$ cat config.mk
export PLATFORM = sky130hd
export DESIGN_NAME = condicionador_botoes_flat
export DESIGN_NICKNAME = d
export VERILOG_FILES = /design/src/rtl/condicionador_botoes_if.sv /design/src/rtl/condicionador_botoes.sv /design/src/flat_wrapper.sv
export SDC_FILE = /design/constraint.sdc
export NUM_CORES = 1
export LEC_CHECK = 0
export ABC_AREA = 1
export BUFFER_PORTS_ARGS = -buffer_cell sky130_fd_sc_hd__buf_2
export CAP_MARGIN = 5
export CORE_MARGIN = 2
export CORE_UTILIZATION = 51
export DETAILED_ROUTE_END_ITERATION = 7
export GPL_TIMING_DRIVEN = 0
export PLACE_DENSITY = 0.83
export SLEW_MARGIN = 15
export SYNTH_ARGS = -nofsm -noshare
export SYNTH_HDL_FRONTEND = slang
export SYNTH_SLANG_ARGS = --single-unit
$ cat constraint.sdc
create_clock -name Clk -period 1.3 [get_ports Clk]
set_clock_uncertainty 0.15 [all_clocks]
set_input_delay 0.26 -clock Clk [delete_from_list [all_inputs] [get_ports Clk]]
set_output_delay 0.26 -clock Clk [all_outputs]
set_load 0.05 [all_outputs]
$ cat src/rtl/condicionador_botoes_if.sv
// Button conditioner bus: the raw active-low KEY pins going in and the
// conditioned pulses, chord reset request and debounced key levels coming out.
interface condicionador_botoes_if;
    logic [1:0] KEY;
    logic       pulso_key0;
    logic       pulso_key1;
    logic       reset_keys;
    logic [1:0] key_estavel;

    // Environment side: drives the pins, observes the conditioned outputs
    modport master (
        output KEY,
        input  pulso_key0,
        input  pulso_key1,
        input  reset_keys,
        input  key_estavel
    );

    // Conditioner side
    modport slave (
        input  KEY,
        output pulso_key0,
        output pulso_key1,
        output reset_keys,
        output key_estavel
    );
endinterface

$ cat src/rtl/condicionador_botoes.sv
// Input stage for the stack calculator: synchronises and debounces the two
// active-low pushbuttons, then classifies each press as a single-key action
// (one-cycle pulse) or a two-key chord (level reset request). Reset is
// power-on only; reset_keys must never feed back into it.
module condicionador_botoes #(
    parameter int DEBOUNCE_CYCLES = 4,
    parameter int CHORD_WINDOW    = 3
) (
    input  logic                  Clk,
    input  logic                  Reset,
    condicionador_botoes_if.slave bus
);

    localparam int CNT_W = (DEBOUNCE_CYCLES < 2) ? 1 : $clog2(DEBOUNCE_CYCLES + 1);
    localparam int WIN_W = (CHORD_WINDOW < 2) ? 1 : $clog2(CHORD_WINDOW + 1);

    typedef enum logic [2:0] {
        OCIOSO = 3'd0,
        ESPERA = 3'd1,
        ACAO   = 3'd2,
        CHORD  = 3'd3,
        LIBERA = 3'd4
    } estado_t;

    logic [1:0]       sync1_r;
    logic [1:0]       sync2_r;
    logic [CNT_W-1:0] deb_cnt_r [2];
    logic [1:0]       estavel_r;

    estado_t          state_r;
    estado_t          state_s;
    logic             sel_r;      // latched key id of the pending single press
    logic             sel_s;
    logic [WIN_W-1:0] win_cnt_r;
    logic [WIN_W-1:0] win_cnt_s;
    logic             pulse0_s;
    logic             pulse1_s;
    logic             held_s;     // latched key still pressed
    logic             other_s;    // the non-latched key is pressed

    logic             pulso_key0_r;
    logic             pulso_key1_r;
    logic             reset_keys_r;

    assign held_s  = sel_r ? estavel_r[1] : estavel_r[0];
    assign other_s = sel_r ? estavel_r[0] : estavel_r[1];

    // Two-stage synchroniser on the inverted pins (1 = pressed after this point)
    always_ff @(posedge Clk) begin
        if (Reset) begin
            sync1_r <= 2'b00;
            sync2_r <= 2'b00;
        end else begin
            sync1_r <= ~bus.KEY;
            sync2_r <= sync1_r;
        end
    end

    // Per-key debounce: the stable level flips only after an unbroken run of mismatches
    always_ff @(posedge Clk) begin
        if (Reset) begin
            estavel_r <= 2'b00;
            for (int n = 0; n < 2; n++) begin
                deb_cnt_r[n] <= {CNT_W{1'b0}};
            end
        end else begin
            for (int n = 0; n < 2; n++) begin
                if (sync2_r[n] != estavel_r[n]) begin
                    if (deb_cnt_r[n] == CNT_W'(DEBOUNCE_CYCLES - 1)) begin
                        estavel_r[n] <= ~estavel_r[n];
                        deb_cnt_r[n] <= {CNT_W{1'b0}};
                    end else begin
                        deb_cnt_r[n] <= deb_cnt_r[n] + CNT_W'(1);
                    end
                end else begin
                    deb_cnt_r[n] <= {CNT_W{1'b0}};
                end
            end
        end
    end

    // Classifier next-state: single press waits a short window for a chord partner
    always_comb begin
        state_s   = state_r;
        sel_s     = sel_r;
        win_cnt_s = win_cnt_r;
        pulse0_s  = 1'b0;
        pulse1_s  = 1'b0;
        case (state_r)
            OCIOSO: begin
                if (estavel_r == 2'b11) begin
                    state_s = CHORD;
                end else if (estavel_r == 2'b01) begin
                    state_s   = ESPERA;
                    sel_s     = 1'b0;
                    win_cnt_s = WIN_W'(CHORD_WINDOW);
                end else if (estavel_r == 2'b10) begin
                    state_s   = ESPERA;
                    sel_s     = 1'b1;
                    win_cnt_s = WIN_W'(CHORD_WINDOW);
                end else begin
                    state_s = OCIOSO;
                end
            end
            ESPERA: begin
                win_cnt_s = win_cnt_r - WIN_W'(1);
                if (estavel_r == 2'b11) begin
                    // Partner joined in time: chord, the single press is dropped
                    state_s   = CHORD;
                    win_cnt_s = {WIN_W{1'b0}};
                end else if (!held_s) begin
                    // Tap shorter than the window still counts as an action
                    state_s   = OCIOSO;
                    win_cnt_s = {WIN_W{1'b0}};
                    pulse0_s  = ~sel_r;
                    pulse1_s  = sel_r;
                end else if (win_cnt_r == WIN_W'(1)) begin
                    state_s  = ACAO;
                    pulse0_s = ~sel_r;
                    pulse1_s = sel_r;
                end else begin
                    state_s = ESPERA;
                end
            end
            ACAO: begin
                if (other_s) begin
                    // Late second key: swallow it until everything is released
                    state_s = LIBERA;
                end else if (estavel_r == 2'b00) begin
                    state_s = OCIOSO;
                end else begin
                    state_s = ACAO;
                end
            end
            CHORD: begin
                if (estavel_r != 2'b11) begin
                    state_s = LIBERA;
                end else begin
                    state_s = CHORD;
                end
            end
            LIBERA: begin
                if (estavel_r == 2'b00) begin
                    state_s = OCIOSO;
                end else begin
                    state_s = LIBERA;
                end
            end
            default: begin
                state_s   = OCIOSO;
                win_cnt_s = {WIN_W{1'b0}};
            end
        endcase
    end

    // Classifier state register and registered outputs
    always_ff @(posedge Clk) begin
        if (Reset) begin
            state_r      <= OCIOSO;
            sel_r        <= 1'b0;
            win_cnt_r    <= {WIN_W{1'b0}};
            pulso_key0_r <= 1'b0;
            pulso_key1_r <= 1'b0;
            reset_keys_r <= 1'b0;
        end else begin
            state_r      <= state_s;
            sel_r        <= sel_s;
            win_cnt_r    <= win_cnt_s;
            pulso_key0_r <= pulse0_s;
            pulso_key1_r <= pulse1_s;
            reset_keys_r <= (state_s == CHORD);
        end
    end

    assign bus.pulso_key0  = pulso_key0_r;
    assign bus.pulso_key1  = pulso_key1_r;
    assign bus.reset_keys  = reset_keys_r;
    assign bus.key_estavel = estavel_r;

endmodule

$ cat src/flat_wrapper.sv
// flat-port wrapper written by rule: the top's interface ports become plain ports
module condicionador_botoes_flat 
#(
    parameter int DEBOUNCE_CYCLES = 4,
    parameter int CHORD_WINDOW    = 3
)
  (Clk, Reset, bus_KEY, bus_pulso_key0, bus_pulso_key1, bus_reset_keys, bus_key_estavel);
  condicionador_botoes_if bus_i ();
  input  logic Clk;
  input  logic Reset;
  input wire logic [$bits(bus_i.KEY)-1:0] bus_KEY;
  output wire logic [$bits(bus_i.pulso_key0)-1:0] bus_pulso_key0;
  output wire logic [$bits(bus_i.pulso_key1)-1:0] bus_pulso_key1;
  output wire logic [$bits(bus_i.reset_keys)-1:0] bus_reset_keys;
  output wire logic [$bits(bus_i.key_estavel)-1:0] bus_key_estavel;
  assign bus_i.KEY = bus_KEY;
  assign bus_pulso_key0 = bus_i.pulso_key0;
  assign bus_pulso_key1 = bus_i.pulso_key1;
  assign bus_reset_keys = bus_i.reset_keys;
  assign bus_key_estavel = bus_i.key_estavel;
  condicionador_botoes #(.DEBOUNCE_CYCLES(DEBOUNCE_CYCLES), .CHORD_WINDOW(CHORD_WINDOW)) u_core (.Clk(Clk), .Reset(Reset), .bus(bus_i));
endmodule
# Yosys cells after proc, flatten, opt, wreduce, memory -nomap -nowiden
# Memory sizes are Yosys's and may differ from the RTL's.
# Index checks and enable logic that the tools add are counted.
[classes] bitwise=13 n_eq_ne=16 addsub=3 mux=55 n_reduce_logical=9
[ops] op="two-way mux 3 bit" n=13
[ops] op="two-way mux 1 bit" n=33
[ops] op="equality test 3 x 2 -> 1 bit, second input constant" n=5
[ops] op="case mux 3 bit (5 select lines)" n=1
[ops] op="two-way mux 2 bit" n=7
[ops] op="adder 3 x 1 -> 3 bit, second input constant" n=2
[ops] op="NOT 1 bit" n=6
[ops] op="bitwise OR 1 bit" n=6
[ops] op="case mux 2 bit (3 select lines)" n=1
[ops] op="AND reduction 3 bit" n=2
[ops] op="OR reduction 3 bit" n=2
[ops] op="equality test 2 x 1 -> 1 bit, second input constant" n=2
[ops] op="equality test 2 bit, second input constant" n=2
[ops] op="!= test 2 bit, second input constant" n=2
[ops] op="AND reduction 2 bit" n=2
[ops] op="equality test 3 x 1 -> 1 bit, second input constant" n=1
[ops] op="equality test 3 bit, second input constant" n=1
[ops] op="zero test 3 bit" n=1
[ops] op="!= test 3 x 1 -> 1 bit, second input constant" n=1
[ops] op="zero test 2 bit" n=1
[ops] op="!= test 1 bit" n=2
[ops] op="NOT 2 bit" n=1
[ops] op="nonzero test 2 bit" n=1
[ops] op="subtractor 2 x 1 -> 2 bit, second input constant" n=1
[totals] out_inout_bits=5 mem_count=1 ram_bits=6 regBits=15 input_bits=4
[mem_list] name="u_core.deb_cnt_r" depth=2 word_bits=3 rd=2 rd_clocked_by_memory_dff=0 write_ports=2 line="condicionador_botoes.sv:27" text="logic [CNT_W-1:0] deb_cnt_r [2];"

# Depth between registers and ports, before layout
# Gate-level depths: netlist of the first run.
# An unclocked memory read counts as a cell.
[depth] ltp_word=9 depth_mapped=9 depth_no_buf=9

# Worst setup path after synthesis of the first run
# Ideal clock, no wire load.
[synth_path] path_type="register to register" from="register u_core.estavel_r[0], in the netlist u_core.bus.key_estavel[0]" to="register u_core.win_cnt_r[0]" stages_incl_launch_ff=9 t_required_ns=1.037 setup_slack_ns=-0.400 n_path_buf=0 period_less_slack_ns=1.700 t_arrival_ns=1.438 setup_ns=0.113 path_cell_list="dfxtp_1 -> inv_2 -> ha_1 -> o21ai_1 -> nand2_1 -> nand3_2 -> nand2_1 -> nand2_1 -> nor2_1"
[synth_between] elab_chain_len=4
[synth_rtl] item="from (decl)" line="condicionador_botoes.sv:28" text="logic [1:0] estavel_r;"
[synth_rtl] item="from (signal, indexed assignment)" line="condicionador_botoes.sv:70" text="estavel_r[n] <= ~estavel_r[n];"
[synth_rtl] item="equality test 2 x 1 -> 1 bit / two-way mux 1 bit (equally long branches)" line="condicionador_botoes.sv:93, condicionador_botoes.sv:45"
[synth_rtl] item="two-way mux 2 bit (on tied branches)" line="condicionador_botoes.sv:93, condicionador_botoes.sv:111"
[synth_rtl] item="two-way mux 2 bit (on tied branches)" line="condicionador_botoes.sv:91, condicionador_botoes.sv:107"
[synth_rtl] item="case mux 2 bit (3 select lines)" line="condicionador_botoes.sv:89" text="case (state_r)"
[synth_rtl] item="to (signal assigned)" line="condicionador_botoes.sv:161" text="win_cnt_r <= {WIN_W{1'b0}};"
[synth_rtl] item="to (signal assigned)" line="condicionador_botoes.sv:168" text="win_cnt_r <= win_cnt_s;"
[synth_rtl] item="to (decl)" line="condicionador_botoes.sv:34" text="logic [WIN_W-1:0] win_cnt_r;"
# Parallel ways exist; a longest one is shown, timed or not. The select of a mux whose other input is x is not followed.
# A chain may end at the register's enable or synchronous reset.

# Worst setup path in the final report of the first run
[layout_path] from="register u_core.estavel_r[1], in the netlist u_core.bus.key_estavel[1]" to="output bus_key_estavel[1]"
[layout_lines] item="to (decl)" line="flat_wrapper.sv:15" text="output wire logic [$bits(bus_i.key_estavel)-1:0] bus_key_estavel;"
# No word-level cell between the ends.

==> metrics, run 1 <==
GPL Wtd Cong 0.902; fillers 161; Final WS setup -135 ps; min Tclk post-route 1440 ps; Leak 0.641 nW; Final Cycle Share 110%; final setup violation count 17; Root Driver clkbuf_4; outcome complete, but fails checks; Max Cap Violations 0; Layout area overhead 40.6%; Post-Route M1 WL 1.01 mm; Initial Util 53.9%; DR DRC count 0; Synth Cell Area 1060 µm²; n_diodes 0; CP arrival 1030 ps; vias in the first global route 953; critical path data required time 890 ps; dominant cell type by area after synthesis dfxtp_1; final wirelength 2.59 mm; clk slew on worst S/H paths 110 ps; Avg Cell Area, Syn 8.13 µm²; Post-synth EDFFs 6; top cells by area, synth dfxtp_1, edfxtp_1, ha_1; largest net degree at the start of global routing 12; die width 49.5 µm; critical path type reg -> out; met2 wire length 1.45 mm; PwrDens 803 nW/µm²; crit path max fanout 8; Area after DPL 1180 µm²; Tot GR Track Use 20.8%; Die Height 49.5 µm; library cells used by synthesis 22; Yosys reg bits 21; Post-synth top cells nand2_1, nor2_1, inv_1; Vias/cell 5.26; Critical Path End Type primary output; dominant synthesized flop cell dfxtp_1; wire length of the first global-routing pass 3.97 mm; DR pass1 iterations 4; failing checks setup timing; setup tns final -1210 ps; synth warn 0; Startpoint Class register; Port Buf Inserts 7; GRT Residual Overflow 0; fmax 697 MHz; nets@finish 172; top layer in use met4; H-Tree Depth 1; Num Clock Sinks 21; Wirelength per Cell 14.0 µm; IO Pins 9; Synth top area share 28.4%; wire length on met3 66 µm; ANT nets after route 0; Final Max Tran Viols 0; vias 973; share of layout cells above drive strength 1 41.8%; most frequent cell after synthesis nand2_1; R2R setup slack -140 ps; FFs w/ async S/R, synth 0%; Final Cell Area 1490 µm²; Clock Latency Late Sink 300 ps; unrepaired setup endpoints after global routing true; Initial DRC Count 17; initial antenna violation count 0; CTS Buffer Depth 2; Final Hold Vio Count 0; post-synthesis sequential area ratio 45.4%; CTS tree done; Min-Delay Path Class in -> reg; core area 1960 µm²; Die Area 2450 µm²; worst IR drop on VDD 0.832 mV; Post-DP HPWL 1.46 mm; Cells after Synth 130; site row count 16; total CTS buffers 3
[placed cells by master (no fill, tap or decap), drive strengths merged]
master,count
dlygate4sd3,2
edfxtp,6
a21boi,1
a211oi,2
clkbuf,7
ha,9
nand3,15
a21oi,2
buf,15
nand4,2
nand2,24
or2,1
a31oi,1
xor2,1
dfxtp,15
o21ai,5
conb,6
inv,22
nor2,22
[power by group]
group          total [W]  leakage [nW]  switching, W  internal (W)
clock network   0.000308        0.0150      0.000188      0.000120
registers       0.000712         0.186     0.0000185      0.000694
logic           0.000174         0.440      0.000101     0.0000727
[flip-flops by register name (all words and copies together), names as in the netlist]
register                flops
u_core.bus.pulso_key0       1
u_core.bus.pulso_key1       1
u_core.sync2_r              2
u_core.bus.reset_keys       1
u_core.bus.key_estavel      2
u_core.sel_r                1
u_core.sync1_r              2
u_core.win_cnt_r            2
u_core.state_r              3
u_core.deb_cnt_r            6
[final timing paths]
check	from	end	cells after the start
setup / recovery	u_core.bus.key_estavel[1]	bus_key_estavel[1]	2
hold / removal	Reset	u_core.sync1_r[1]	2
setup reg to reg	u_core.deb_cnt_r[1][0]	u_core.deb_cnt_r[1][2]	5
hold reg to reg	u_core.sync1_r[1]	u_core.sync2_r[1]	2
[area by class of cell]
cell class | count | area [µm²] | share of cell area [%]
inverters | 22 | 100 | 6.73
plain buffers | 1 | 5.00 | 0.337
clock buffers | 4 | 26.3 | 1.77
flip-flops and latches | 21 | 489 | 32.9
well taps | 27 | 33.8 | 2.27
multi-input cells | 91 | 674 | 45.4
repair buffers | 19 | 158 | 10.6
[logic make-up after synthesis]
kind of cell / after synthesis / synth area share (%)
fa+ha+maj: 9 / 10.7
other cells: 1 / 0.355
simple gates: 64 / 27.3
buf+inv: 23 / 8.28
compound gates: 11 / 7.10
xor+xnor: 1 / 0.829
flops: 21 / 45.4
[worst max-delay path, cell delays in order (launching register included)]
cell	delay, ps
dfxtp_4	450
buf_4	140
buf_8	130
[routing by layer]
layer | GRT usage [%] | up-vias
met4 | 8.80 | 0
met5 | 0 | -
met2 | 39.1 | 27
met1 | 23.1 | 470
met3 | 2.73 | 6
li1 | - | 470
[repair_timing]
| item | CTS | global route |
|---|---|---|
| resized for setup | 33 | 16 |
| pin swaps | 14 | 9 |
| hold buffers | 2 | 0 |
| setup endpoints to repair | 16 | 22 |
| endpoints found under the hold margin | 2 | 0 |
| setup buffers | 4 | 6 |
[through the flow]
step | power [W] | util (%) | instances | hold WS [ps] | worst slack, ps
after floorplan | 0.000805 | - | 135 | 177 | -44.5
after global placement | 0.000824 | 60.1 | 169 | 240 | -87.6
after detailed placement | 0.000832 | 60.1 | 169 | 249 | -124
after CTS | 0.00116 | 71.1 | 179 | 82.7 | -91.7
after global routing | 0.00125 | 75.8 | 185 | 88.1 | -190
final | 0.00119 | 75.8 | 185 | 92.4 | -135
(Power assumes the default switching activity.)
==> run 2, diff against run 1 <==
--- a/config.mk
+++ b/config.mk
@@ -9,10 +9,10 @@
 export BUFFER_PORTS_ARGS = -buffer_cell sky130_fd_sc_hd__buf_2
 export CAP_MARGIN = 5
 export CORE_MARGIN = 2
-export CORE_UTILIZATION = 51
+export CORE_UTILIZATION = 55
 export DETAILED_ROUTE_END_ITERATION = 7
 export GPL_TIMING_DRIVEN = 0
-export PLACE_DENSITY = 0.83
+export PLACE_DENSITY = 0.84
 export SLEW_MARGIN = 15
 export SYNTH_ARGS = -nofsm -noshare
 export SYNTH_HDL_FRONTEND = slang
==> constraint.sdc (replaced) <==
create_clock -name Clk -period 1.6 [get_ports Clk]
set_clock_uncertainty 0.15 [all_clocks]
set_input_delay 0.32 -clock Clk [delete_from_list [all_inputs] [get_ports Clk]]
set_output_delay 0.32 -clock Clk [all_outputs]
set_load 0.05 [all_outputs]
==> run 2 against run 1 <==
The flow now finishes without violations; setup slack better by 200 ps; hold slack better by 7.4 ps; power is 22% lower; via count is 15% lower; non-clock buffer count is 9 lower; clock power is 16% lower; register-to-register slack better by 200 ps; critical path depth is 3 higher; global-route usage is 2.9 points lower; core utilization is 7.5 points lower; critical endpoint is now u_core.deb_cnt_r[1][1]; largest cell class unchanged.
==> metrics, run 2 (synthesized netlist as in run 1, its figures left out) <==
Clk network pwr share 27.9% (was 25.8%); Final Hold Vio Count 0 (unchanged); CP arrival 1560 ps (was 1030 ps); Comb pwr share 9.9% (was 14.5%); Max Cap Violations 0 (unchanged); commonest non-fill, non-tap cells in the layout nand2_1, nor2_1, inv_1, dfxtp_1, nand3_1 (was nand2_1, inv_1, nor2_1, dfxtp_1, buf_4); Num Clock Sinks 21 (unchanged); switching portion of total power 25.2% (was 25.8%); Root Driver clkbuf_4 (unchanged); Power Total 0.000929 W (was 0.00119 W); total CTS buffers 3 (unchanged); clk slew on worst S/H paths 120 ps (was 110 ps); Post-DP HPWL 1.27 mm (was 1.46 mm); Leak 0.592 nW (was 0.641 nW); Critical Path End Type register (was primary output); fmax 653 MHz; Area after DPL 1140 µm² (was 1180 µm²); die width 47.8 µm (was 49.5 µm); CTS Buffer Depth 2 (unchanged); DR DRC count 0 (unchanged); nets@finish 163 (was 172); Layout area overhead 14.0% (was 40.6%); PwrDens 771 nW/µm² (was 803 nW/µm²); wire length of the first global-routing pass 2.78 mm (was 3.97 mm); Vias/cell 4.78 (was 5.26); GRT Residual Overflow 0 (unchanged); ANT nets after route 0 (unchanged); Startpoint Class register (unchanged); critical path type reg -> reg (was reg -> out); R2R setup slack 70 ps (was -140 ps); Port Buf Inserts 7 (unchanged); setup tns final 0 ps (was -1210 ps); Initial DRC Count 18 (was 17); M2 GR Usage 30.7% (was 39.1%); core area 1760 µm² (was 1960 µm²); largest registers u_core.deb_cnt_r: 6 flops, u_core.state_r: 3 flops (unchanged); largest net degree at the start of global routing 13 (was 12); Final Instance Count excl. Fillers 174 (was 185); Final Cycle Share 95.7%; vias 831 (was 973); Tot GR Track Use 17.9% (was 20.8%); max reg flops 6 (unchanged); Min-Delay Path Class in -> reg (unchanged); H-Tree Depth 1 (unchanged); met1 usage 21.5% (was 23.1%); Int Power 0.000694 W (was 0.000886 W); vias in the first global route 704 (was 953); outcome finished clean (was complete, but fails checks); final setup violation count 0 (was 17); most used routing layer met2 (unchanged); GPL Wtd Cong 0.886 (was 0.902); placed insts 167 (was 169); share of layout cells above drive strength 1 19.5% (was 41.8%); critical path data required time 1630 ps (was 890 ps); final wirelength 1.81 mm (was 2.59 mm); Most flops, register u_core.deb_cnt_r (unchanged); Die Height 47.8 µm (was 49.5 µm); met3 Track Usage GR 2.26% (was 2.73%); sequential share of power 62.2% (was 59.7%); crit path max fanout 3 (was 8); initial antenna violation count 0 (unchanged); Initial Util 59.9% (was 53.9%); Clock Latency Late Sink 310 ps (was 300 ps); Wirelength per Cell 10.4 µm (was 14.0 µm); commonest non-fill, non-tap cell in the layout nand2_1 (unchanged); fillers 157 (was 161); Die Area 2290 µm² (was 2450 µm²); NetSw 0.000234 W (was 0.000308 W); Final Max Tran Viols 0 (unchanged); CTS tree done (unchanged); IO Pins 9 (unchanged); site row count 15 (was 16); DR pass1 iterations 4 (unchanged); n_diodes 0 (unchanged); Final Cell Area 1200 µm² (was 1490 µm²); min Tclk post-route 1530 ps; worst IR drop on VDD 0.585 mV (was 0.832 mV)
run 2: power groups by stage:
stage	combinational (W)	sequential [W]	clock [W]
after floorplan	0.0000622	0.000592	0
after global placement	0.0000809	0.000588	0
after detailed placement	0.0000830	0.000590	0
after CTS	0.0000893	0.000578	0.000262
after global routing	0.000107	0.000580	0.000283
final	0.0000920	0.000578	0.000259
run 2: layout make-up:
cell class	instances	area [µm²]	share of cell area, %
multi-input combinational	91	513	42.6
timing repair buffer	10	62.6	5.19
buffer	1	5.00	0.415
clock buffer	3	22.5	1.87
sequential	21	483	40.1
inverter	22	82.6	6.85
clock inverter	1	5.00	0.415
tap	25	31.3	2.60
run 2: critical path: stages (launching register included):
cell and delay [ps]:
edfxtp_1 430, ha_1 250, ha_1 200, nor2_1 150, nand3_2 120, nor2_1 100
run 2: path summary, 6_finish.rpt:
check | start | depth (start not counted) | endpoint
max | u_core.deb_cnt_r[1][0] | 5 | u_core.deb_cnt_r[1][1]
min | Reset | 2 | u_core.sync1_r[0]
min reg2reg | u_core.sync1_r[1] | 2 | u_core.sync2_r[1]
max reg2reg | u_core.deb_cnt_r[1][0] | 5 | u_core.deb_cnt_r[1][1]
run 2: timing repair:
item,4_1_cts,5_1_grt
setup endpoints to repair,0,3
buffers inserted,0,1
endpoints found under the hold margin,2,0
resized for setup,0,1
hold buffers,2,0
run 2: per-layer routing:
metal	wire [µm]	part of all wire, %
met4	34	1.9
met3	59	3.3
met5	0	0
met2	857	47
met1	856	47
run 2: metrics by stage:
step | hold WS [ps] | util [%] | setup WS (ps)
finish | 99.9 | 68.3 | 69.5
global route | 120 | 68.3 | -9.30
CTS | 103 | 67.6 | 47.8
detailed placement | 249 | 64.9 | 141
global placement | 251 | 64.9 | 172
floorplan | 237 | - | 127
==> run 3, diff against run 2 <==
--- a/config.mk
+++ b/config.mk
@@ -9,10 +9,12 @@
 export BUFFER_PORTS_ARGS = -buffer_cell sky130_fd_sc_hd__buf_2
 export CAP_MARGIN = 5
 export CORE_MARGIN = 2
-export CORE_UTILIZATION = 55
+export CORE_UTILIZATION = 57
+export CTS_CLUSTER_SIZE = 25
 export DETAILED_ROUTE_END_ITERATION = 7
 export GPL_TIMING_DRIVEN = 0
-export PLACE_DENSITY = 0.84
+export PLACE_DENSITY = 0.87
+export RECOVER_POWER = 100
 export SLEW_MARGIN = 15
 export SYNTH_ARGS = -nofsm -noshare
 export SYNTH_HDL_FRONTEND = slang
==> run 3 against run 2 <==
Count of clock-buffer cells in the layout stayed put; non-clock buffer count stayed put; setup slack better by 27 ps; sequential share of layout area is 0.17 points higher; via count is 5.3% higher; register-to-register slack better by 50 ps; design area is 0.42% lower; combinational power is 0.4% higher; clock power hardly changed; core utilization is 1.2 points higher; routed wire length is 1.5% lower; critical path type is now reg -> out; highest routed layer unchanged.
==> metrics, run 3 (synthesized netlist as in run 1, its figures left out) <==
outcome finished clean (unchanged); Layout area overhead 13.5% (was 14.0%); GRT Residual Overflow 0 (unchanged); Tot GR Track Use 19.6% (was 17.9%); setup tns final 0 ps (unchanged); Die Area 2220 µm² (was 2290 µm²); DR pass1 iterations 5 (was 4); min Tclk post-route 1500 ps (was 1530 ps); vias in the first global route 765 (was 704); core area 1730 µm² (was 1760 µm²); max reg flops 6 (unchanged); fin util 69.5% (was 68.3%); Vias/cell 5.03 (was 4.78); CP top delay family flip-flops (was adder cells); PwrDens 773 nW/µm² (was 771 nW/µm²); wire length of the first global-routing pass 3.04 mm (was 2.78 mm); H-Tree Depth 1 (unchanged); Port Buf Inserts 7 (unchanged); Initial Util 61.2% (was 59.9%); clk slew on worst S/H paths 120 ps (about the same); Final Hold Vio Count 0 (unchanged); worst IR drop on VDD 0.695 mV (was 0.585 mV); Leak 0.586 nW (was 0.592 nW); Register Area 483 µm² (unchanged); Wirelength per Cell 10.2 µm (was 10.4 µm); largest registers u_core.deb_cnt_r: 6 flops, u_core.state_r: 3 flops (unchanged); placed insts 167 (unchanged); final setup violation count 0 (unchanged); Final Cell Area 1200 µm² (about the same); Num Clock Sinks 21 (unchanged); Area after DPL 1140 µm² (unchanged); IO Pins 9 (unchanged); Min-Delay Path Class in -> reg (unchanged); share of layout cells above drive strength 1 18.1% (was 19.5%); initial antenna violation count 0 (unchanged); commonest non-fill, non-tap cell in the layout nand2_1 (unchanged); CTS Buffer Depth 2 (unchanged); final wirelength 1.78 mm (was 1.81 mm); CTS tree done (unchanged); total CTS buffers 3 (unchanged); Clock Latency Late Sink 310 ps (about the same); CP arrival 1030 ps (was 1560 ps); fillers 144 (was 157); fmax 665 MHz (was 653 MHz); Die Height 47.1 µm (was 47.8 µm); largest net degree at the start of global routing 13 (unchanged); Startpoint Class register (unchanged); die width 47.1 µm (was 47.8 µm); unrepaired setup endpoints after global routing false; Critical Path End Type primary output (was register); Final Cycle Share 94.0% (was 95.7%); Post-DP HPWL 1.37 mm (was 1.27 mm); CP max stage delay 430 ps (about the same); area of the multi-input gates 508 µm² (was 513 µm²); crit path max fanout 8 (was 3); Final Max Tran Viols 0 (unchanged); GPL Wtd Cong 0.895 (was 0.886); commonest non-fill, non-tap cells in the layout nand2_1, inv_1, nor2_1, nand3_1, dfxtp_1 (was nand2_1, nor2_1, inv_1, dfxtp_1, nand3_1); DR DRC count 0 (unchanged); dpl ws 146 ps (was 141 ps); Initial DRC Count 19 (was 18); critical path type reg -> out (was reg -> reg); Root Driver clkbuf_4 (unchanged); slowest CP cell dfxtp_2 (was edfxtp_1); Max Cap Violations 0 (unchanged); Final WS setup 96.7 ps (was 69.5 ps); vias 875 (was 831); ANT nets after route 0 (unchanged); nets@finish 163 (unchanged); crit-path cells clkbuf_2 (was ha_1 > ha_1 > nor2_1 > nand3_2 > nor2_1); Final Instance Count excl. Fillers 174 (unchanged); critical path data required time 1130 ps (was 1630 ps); Most flops, register u_core.deb_cnt_r (unchanged); n_diodes 0 (unchanged); site row count 15 (unchanged); Buf+Inv Stages, Crit Path 1 (was 0)
-- run 3: cell count changes in the layout (fill, tap and decap cells not counted), sizes merged --
cell / change
buf: -5
clkbuf: +5
-- run 3: metal layers --
layer  vias to the layer above  global-route usage (%)  part of all wire [%]
met3                         7                    3.46                   2.5
li1                        446                       -                     -
met4                         0                    8.33                   2.2
met5                         -                       0                     0
met1                       409                    21.9                    41
met2                        13                    36.2                    54
-- run 3: worst paths after layout --
kind	cells past startpoint	end	from	slack, ps
min	2	u_core.sync2_r[0]	Reset	120
max	1	bus_key_estavel[1]	u_core.bus.key_estavel[1]	100
min reg2reg	2	u_core.sync2_r[1]	u_core.sync1_r[1]	260
max reg2reg	8	u_core.win_cnt_r[0]	u_core.bus.key_estavel[0]	120
-- run 3: where the power goes --
group	switching [W]	internal, W
combinational	0.0000577	0.0000347
sequential	0.0000108	0.000566
clock	0.000164	0.0000936
-- run 3: stage by stage --
| step | power [W] | hold WS [ps] |
|---|---|---|
| after floorplan | 0.000654 | 237 |
| after global placement | 0.000669 | 240 |
| after detailed placement | 0.000675 | 252 |
| after CTS | 0.000930 | 118 |
| after global routing | 0.000975 | 145 |
| final | 0.000927 | 124 |
-- run 3: layout make-up --
class / instances / area share [%]
plain buffers: 1 / 0.417
clock buffers: 3 / 1.88
clock inverters: 1 / 0.417
inverters: 22 / 6.88
multi-input cells: 91 / 42.3
flip-flops and latches: 21 / 40.3
well taps: 25 / 2.61
repair buffers: 10 / 5.21
-- run 3: what timing repair did --
item	4_1_cts	5_1_grt
endpoints found under the hold margin	2	0
setup buffers	0	1
resized for setup	0	1
setup endpoints to repair	0	3
hold buffers	2	0
